===== src/rtl/rv32v_div_sequencer.sv =====
// Element sequencer in front of the RV32V lane divider: walks vl elements,
// skips masked-off ones, issues each active pair and writes back its result.
module rv32v_div_sequencer #(
  parameter int VLMAX  = 32,
  parameter int DATA_W = 32,
  localparam int IW    = $clog2(VLMAX),
  localparam int VLW   = IW + 1
) (
  input  logic              CLK,
  input  logic              nRST,
  input  logic              req_valid,
  output logic              req_ready,
  input  logic [VLW-1:0]    req_vl,
  input  logic              req_unsigned,
  input  logic              req_rem,
  input  logic              req_vm,
  input  logic [VLMAX-1:0]  req_mask,
  output logic [IW-1:0]     elem_idx,
  input  logic [DATA_W-1:0] vs1_elem,
  input  logic [DATA_W-1:0] vs2_elem,
  output logic              div_en,
  output logic [DATA_W-1:0] div_vs1,
  output logic [DATA_W-1:0] div_vs2,
  output logic              div_unsigned,
  output logic              div_rem,
  input  logic              div_busy,
  input  logic [DATA_W-1:0] div_res,
  output logic              wb_valid,
  output logic [IW-1:0]     wb_idx,
  output logic [DATA_W-1:0] wb_data,
  output logic              done,
  output logic              busy
);

  typedef enum logic [2:0] {S_IDLE, S_LOAD, S_ISSUE, S_WAIT, S_DONE} state_t;

  state_t           state;
  logic [IW-1:0]    idx;
  logic [VLW-1:0]   vl_r;
  logic [VLMAX-1:0] mask_r;
  logic             last_elem;

  // idx never passes vl-1, so vl=VLMAX ends at VLMAX-1 without wrapping
  assign last_elem = ({1'b0, idx} == (vl_r - VLW'(1)));

  always_ff @(posedge CLK or negedge nRST) begin
    if (!nRST) begin
      state        <= S_IDLE;
      idx          <= '0;
      vl_r         <= '0;
      mask_r       <= '0;
      div_vs1      <= '0;
      div_vs2      <= '0;
      div_unsigned <= 1'b0;
      div_rem      <= 1'b0;
    end else begin
      case (state)
        S_IDLE: begin
          if (req_valid) begin
            vl_r         <= req_vl;
            div_unsigned <= req_unsigned;
            div_rem      <= req_rem;
            mask_r       <= req_vm ? '1 : req_mask;
            idx          <= '0;
            state        <= (req_vl == '0) ? S_DONE : S_LOAD;
          end
        end
        S_LOAD: begin
          if (mask_r[idx]) begin
            div_vs1 <= vs1_elem;
            div_vs2 <= vs2_elem;
            state   <= S_ISSUE;
          end else if (last_elem) begin
            state <= S_DONE;
          end else begin
            idx <= idx + IW'(1);
          end
        end
        S_ISSUE: state <= S_WAIT;
        S_WAIT: begin
          // divider finish cycle: result is written back combinationally now
          if (!div_busy) begin
            if (last_elem) begin
              state <= S_DONE;
            end else begin
              idx   <= idx + IW'(1);
              state <= S_LOAD;
            end
          end
        end
        S_DONE:  state <= S_IDLE;
        default: state <= S_IDLE;
      endcase
    end
  end

  assign req_ready = (state == S_IDLE);
  assign busy      = (state != S_IDLE);
  assign done      = (state == S_DONE);
  assign div_en    = (state == S_ISSUE);
  assign elem_idx  = idx;
  assign wb_valid  = (state == S_WAIT) && !div_busy;
  assign wb_idx    = wb_valid ? idx : '0;
  assign wb_data   = wb_valid ? div_res : '0;

endmodule


===== config.mk =====
export PLATFORM = sky130hd
export DESIGN_NAME = rv32v_div_sequencer
export DESIGN_NICKNAME = d
export VERILOG_FILES = /design/src/rtl/rv32v_div_sequencer.sv
export SDC_FILE = /design/constraint.sdc
export NUM_CORES = 1
export LEC_CHECK = 0
export ABC_CLOCK_PERIOD_IN_PS = 2600
export CORE_MARGIN = 2
export CORE_UTILIZATION = 37
export DETAILED_ROUTE_END_ITERATION = 8
export PLACE_DENSITY_LB_ADDON = 0.2
export SKIP_LAST_GASP = 1
export SLEW_MARGIN = 5
export SYNTH_ARGS = -nofsm -noshare
export SYNTH_HDL_FRONTEND = slang
export SYNTH_SLANG_ARGS = --single-unit

===== constraint.sdc =====
create_clock -name CLK -period 2.6 [get_ports CLK]
set_clock_uncertainty 0.15 [all_clocks]
set_input_delay 0.52 -clock CLK [delete_from_list [all_inputs] [get_ports CLK]]
set_output_delay 0.52 -clock CLK [all_outputs]
set_load 0.02 [all_outputs]

# ---- After elaboration in Yosys (flattened, before gate mapping)
# Cells that the tools add are included.
dict set report classes {
  addsub 2
  order_cmp 1
  n_eq_ne 9
  muxes 17
  reduce_logical 10
}
# cell n
set ops {}
lappend ops {{$mux W32} 2}
lappend ops {{$mux W5} 5}
lappend ops {{$mux W3} 6}
lappend ops {{$pmux W5 S3} 1}
lappend ops {{$pmux W3 S4} 1}
lappend ops {{$eq A3 B2 Y1 const B} 2}
lappend ops {{$eq A5 B6 Y1} 1}
lappend ops {{$logic_not A6 Y1} 1}
lappend ops {{$lt A5 B6 Y1 const B} 1}
lappend ops {{$ne A2 B2 Y1 const B} 3}
lappend ops {{$reduce_bool A3 Y1} 2}
lappend ops {{$sub A6 B1 Y6 const B} 1}
lappend ops {{$add A5 B1 Y5 const B} 1}
lappend ops {{$bmux W1 S5} 1}
lappend ops {{$reduce_and A2 Y1} 2}
lappend ops {{$reduce_and A4 Y1} 1}
lappend ops {{$eq A3 B1 Y1 const B} 1}
lappend ops {{$eq A3 B3 Y1 const B} 1}
lappend ops {{$logic_not A3 Y1} 1}
lappend ops {{$ne A3 B3 Y1 const B} 1}
lappend ops {{$reduce_and A3 Y1} 1}
lappend ops {{$logic_and A1 B1 Y1} 1}
lappend ops {{$logic_not A1 Y1} 1}
lappend ops {{$mux W1} 1}
dict set report totals {
  reg_bits 112
  input_bits 141
  output_inout_bits 113
  elab_cells 47
}

# ---- Longest topological paths before layout
dict set report depth {
  depth_word 5
  ltp_mapped 8
  depth_no_buf 8
}

# ---- Least setup slack after synthesis
# Ideal clock, no wire load.
dict set report synth_path {
  kind {flip-flop to flip-flop}
  from {reg idx[0], in the netlist elem_idx[0]}
  to {reg idx[4], in the netlist elem_idx[4]}
  setup_ns 0.127
  arrival_time_ns 2.488
  required_ns 2.323
  setup_slack_ns -0.166
  stages_incl_launch_ff 9
  synth_period_minus_slack_ns 2.766
  cell_sequence {dfrtp_1 > buf_4 > buf_4 > a211oi_1 > a2111oi_0 > o41ai_4 > buf_4 > nand3_1 > mux2_1}
}
dict set report synth_between {
  elab_chain_len 4
  elab_cells_between_ends 10
  cone_classes {add/sub: 1; eq/ne: 2; mux: 6; reduce/logical: 1}
}
# element line
set synth_lines {}
lappend synth_lines {{from (decl)} 38} ;# logic [IW-1:0] idx;
lappend synth_lines {{from (signal assigned)} 76} ;# idx <= idx + IW'(1);
lappend synth_lines {{from (signal assigned)} 86} ;# idx <= idx + IW'(1);
lappend synth_lines {{$bmux W1 S5 (tied with other cells)} 69} ;# if (mask_r[idx]) begin
lappend synth_lines {{$mux W1 (implied by the code) or $mux W5 (tied branches)} {69, 73, 83}}
lappend synth_lines {{$ne A2 B2 Y1 (no line) (tied with other cells)} n/a}
lappend synth_lines {{$reduce_and A4 Y1 (no line) or $pmux W5 S3 (tied branches)} n/a}
# Several ways; a longest one is shown, not always the timed one. The select of a mux whose other input is x is not followed.
# A chain may end at the register's enable or synchronous reset.

# ---- Worst setup path in the final report
dict set report layout_path {
  from {reg idx[0], in the netlist elem_idx[0]}
  to {reg div_vs1[7]}
}
dict set report layout_between {
  elab_chain_len 3
}
# element line
set layout_lines {}
lappend layout_lines {{$bmux W1 S5} 69}
lappend layout_lines {{$mux W1 (implied by the code)} 69}
lappend layout_lines {{$reduce_and A2 Y1 (no line)} n/a}
lappend layout_lines {{to (signal assigned)} 70} ;# div_vs1 <= vs1_elem;
lappend layout_lines {{to (decl)} 22} ;# output logic [DATA_W-1:0] div_vs1,
# No other way between the ends. The select of a mux whose other input is x is not followed.

==> flow_summary.yaml <==
run_status:
  violations: "negative setup slack"
  outcome: "complete, but fails checks"
placed_design:
  gp_congestion: 0.785
  place.detailed.hpwl_um: 11200
  post-place-ws_ps: -253
  dpl_cell_area_mm2: 0.00811
  count_of_buffers_inserted_at_the_top_level_ports: 253
final_layout:
  syn_to_final_growth_pct: 65.1
  n_fill_cell: 1104
  seq_area_mm2: 0.00281
  final_layout_size_suffix_gt1_share_pct: 24.8
  layout_nets: 876
  multi_input_area_mm2: 0.00236
  finish.instance_area_mm2: 0.00852
  antenna-diode-count: 0
power_and_ir_drop:
  power.leakage_nw: 3.69
  power_mw: 11.2
  pwr_density_cell_mw_per_mm2: 1310
  vdd.ir_drop.worst_uv: 768
clock_network:
  path_clk_slew_ps: 70
  cts.htree.levels: 3
  clock-sinks: 112
  worst_skew_late_latency_ps: 340
  cts_tree: "built"
  clock_tree.buffer_depth: 2
  clk_root_buffer_cell: "sky130_fd_sc_hd__clkbuf_16"
  cts_buffers: 9
yosys:
  synth_compound_area_share_pct: 7.25
  netlist.area_leader.share_pct: 54.3
  postSynthNetCount: 602
  yosys-mux-area-fraction_pct: 18.6
  synth_top_area_cell: "sky130_fd_sc_hd__dfrtp_1"
  synth_top_flop_cell: "sky130_fd_sc_hd__dfrtp_1"
  synth-adder-area-share_pct: 0.485
  syn_area_per_cell_um2: 11.2
  syn_area_mm2: 0.00516
  synth_simple_gate_area_share_pct: 14.8
  post_synth_main_area_contributors: "sky130_fd_sc_hd__dfrtp_1 54%, sky130_fd_sc_hd__mux2_2 15%, sky130_fd_sc_hd__nor2_1 5.7%"
  number_of_synthesized_register_bits: 112
  async_flop_share_pct: 100
  synth_xor_xnor_area_share_pct: 1.29
  dominant_combinational_cell_family_by_area_after_synthesis: "multiplexers"
  synth.yosys.warnings: 0
  synth_top_cells_by_count: "112 x sky130_fd_sc_hd__dfrtp_1, 78 x sky130_fd_sc_hd__nor2_1, 71 x sky130_fd_sc_hd__mux2_2, 39 x sky130_fd_sc_hd__and2_1, 35 x sky130_fd_sc_hd__a21oi_1"
  synth-edff-count: 0
  synthMostInstantiatedCell: "sky130_fd_sc_hd__dfrtp_1"
  post_synth_num_cell_types: 40
  synth_seq_area_share_pct: 54.3
  gate_count_of_the_mapped_netlist: 459
sta:
  setup_tns_ps: -2210
  worst_hold_slack_ps: 355
  setup_ws_ps: -82.6
  grt_setup_unrepaired: "yes"
  finalMaxSlewViolations: 0
  final.min_clock_period_ps: 2680
  worstMarginPinSlew_ps: 733
  final_number_of_hold_violating_endpoints: 0
  maxClockFrequency_mhz: 373
  min_period_over_period_pct: 103
  timing.slew.headroom_pct: 51.0
  finalSetupViolCount: 58
floorplan:
  fp-row-count: 43
  boundaryPins: 254
  die_height_um: 122
  floorplan.initialDensity_pct: 37.5
  die_area_mm2: 0.0149
  coreArea_mm2: 0.0138
  chipWidth_um: 122
setup_path:
  critPathMaxFanout: 10
  timing.critical_path.required_ps: 2680
  r2r-start: "elem_idx[0]"
  timing.critical_path.from_type: "register"
  timing.critical_path.from: "elem_idx[0]"
  cp_data_arrival_time_ps: 2760
  crit_type: "reg2reg"
  capturing_element_type_of_the_critical_path: "register"
drt:
  dr_total_vias: 4454
  dr.pass1.iters: 4
  route.detailed.vias_per_inst: 4.87
  route.antenna.remaining_nets: 0
  drc_violations: 0
  post_drt_wl_per_cell_um: 16.6
  postRouteWirelength_um: 15200
  dr.first_iter.drc_count: 168
global_routing:
  grt_max_degree: 42
  grt_pass1_wl_um: 23000
  grt_antenna_before_repair: 0
  gr-total-overflow: 0
  first_global_vias: 4629
  grt_use_total_pct: 19.9
min_path:
  type_of_the_most_critical_hold_path: "reg2reg"
  timing.hold.worst.start: "div_vs1[31]"
run:
  timing.max_cap.violations: 0
==> critical path: stages, from the launching register on <==
cell and delay (ps):
sky130_fd_sc_hd__dfrtp_2 430, sky130_fd_sc_hd__buf_6 140, sky130_fd_sc_hd__mux4_2 500, sky130_fd_sc_hd__nor2_2 100, sky130_fd_sc_hd__a211oi_2 60, sky130_fd_sc_hd__o41ai_4 430
sky130_fd_sc_hd__buf_6 240, sky130_fd_sc_hd__clkbuf_16 180, sky130_fd_sc_hd__mux2_2 340
==> power breakdown <==
group	switching (mW)	leakage (nW)	total [mW]	internal (mW)
registers	0.501	1.26	3.08	2.58
clock network	0.595	0.145	1.43	0.833
logic	2.97	2.29	6.68	3.71
==> repair_timing <==
action	in CTS	in global routing
endpoints found under the setup margin	107	110
hold buffers	1	0
pin swaps	3	2
gates resized for setup	65	96
hold endpoints to repair	8	0
setup buffers	3	1
cloned	1	3
==> per-stage QoR <==
| stage | cells | util (%) |
|---|---|---|
| final | 915 | 61.8 |
| after global routing | 915 | 61.8 |
| after CTS | 911 | 61.6 |
| after detailed placement | 894 | 58.8 |
| after global placement | 894 | 58.8 |
| after floorplan | 459 | - |
==> kinds of logic after synthesis <==
logic type | count (synthesis)
fa+ha+maj | 2
simple gates | 160
flops | 112
compound gates | 58
xor+xnor | 6
buf+inv | 39
mux | 82
==> cell usage in the layout, fill, tap and decap left out, types with 14 or more instances in the layout <==
master / n
sky130_fd_sc_hd__mux2_2: 41
sky130_fd_sc_hd__mux2_4: 31
sky130_fd_sc_hd__nor2_1: 76
sky130_fd_sc_hd__buf_4: 27
sky130_fd_sc_hd__dfrtp_1: 110
sky130_fd_sc_hd__clkbuf_2: 37
sky130_fd_sc_hd__a21oi_1: 35
sky130_fd_sc_hd__nand2_1: 14
sky130_fd_sc_hd__and2_1: 38
sky130_fd_sc_hd__clkdlybuf4s50_1: 213
==> per-layer routing <==
layer	track usage, %	part of all wire, %	vias up
met5	0	0	-
met4	6.90	1.6	0
met3	9.18	12	20
met2	34.5	49	185
met1	21.5	38	2143
li1	-	-	2106
==> sequential cells by signal (all words and copies together) (netlist names) <==
signal and cells:
div_vs1 32, div_vs2 32, mask_r 32, vl_r 6, elem_idx 5, state 3, div_rem 1, div_unsigned 1
==> layout make-up <==
cell class | instances | share of cell area [%]
timing repair buffer | 294 | 32.8
sequential | 112 | 32.9
multi-input combinational | 308 | 27.7
tap | 180 | 2.64
inverter | 8 | 0.353
clock buffer | 10 | 2.69
clock inverter | 3 | 0.808
==> path summary, 6_finish.rpt <==
check	endpoint	slack, ps	cells past startpoint
max in group asynchronous	div_vs1[29]	1100	3
setup / recovery	div_vs1[7]	-80	8
hold / removal	div_vs1[31]	360	1
setup reg to reg	div_vs1[7]	-80	8
min in group asynchronous	mask_r[21]	550	2
hold reg to reg	div_vs1[31]	360	1
No activity file was read; power rests on OpenSTA's default activity.
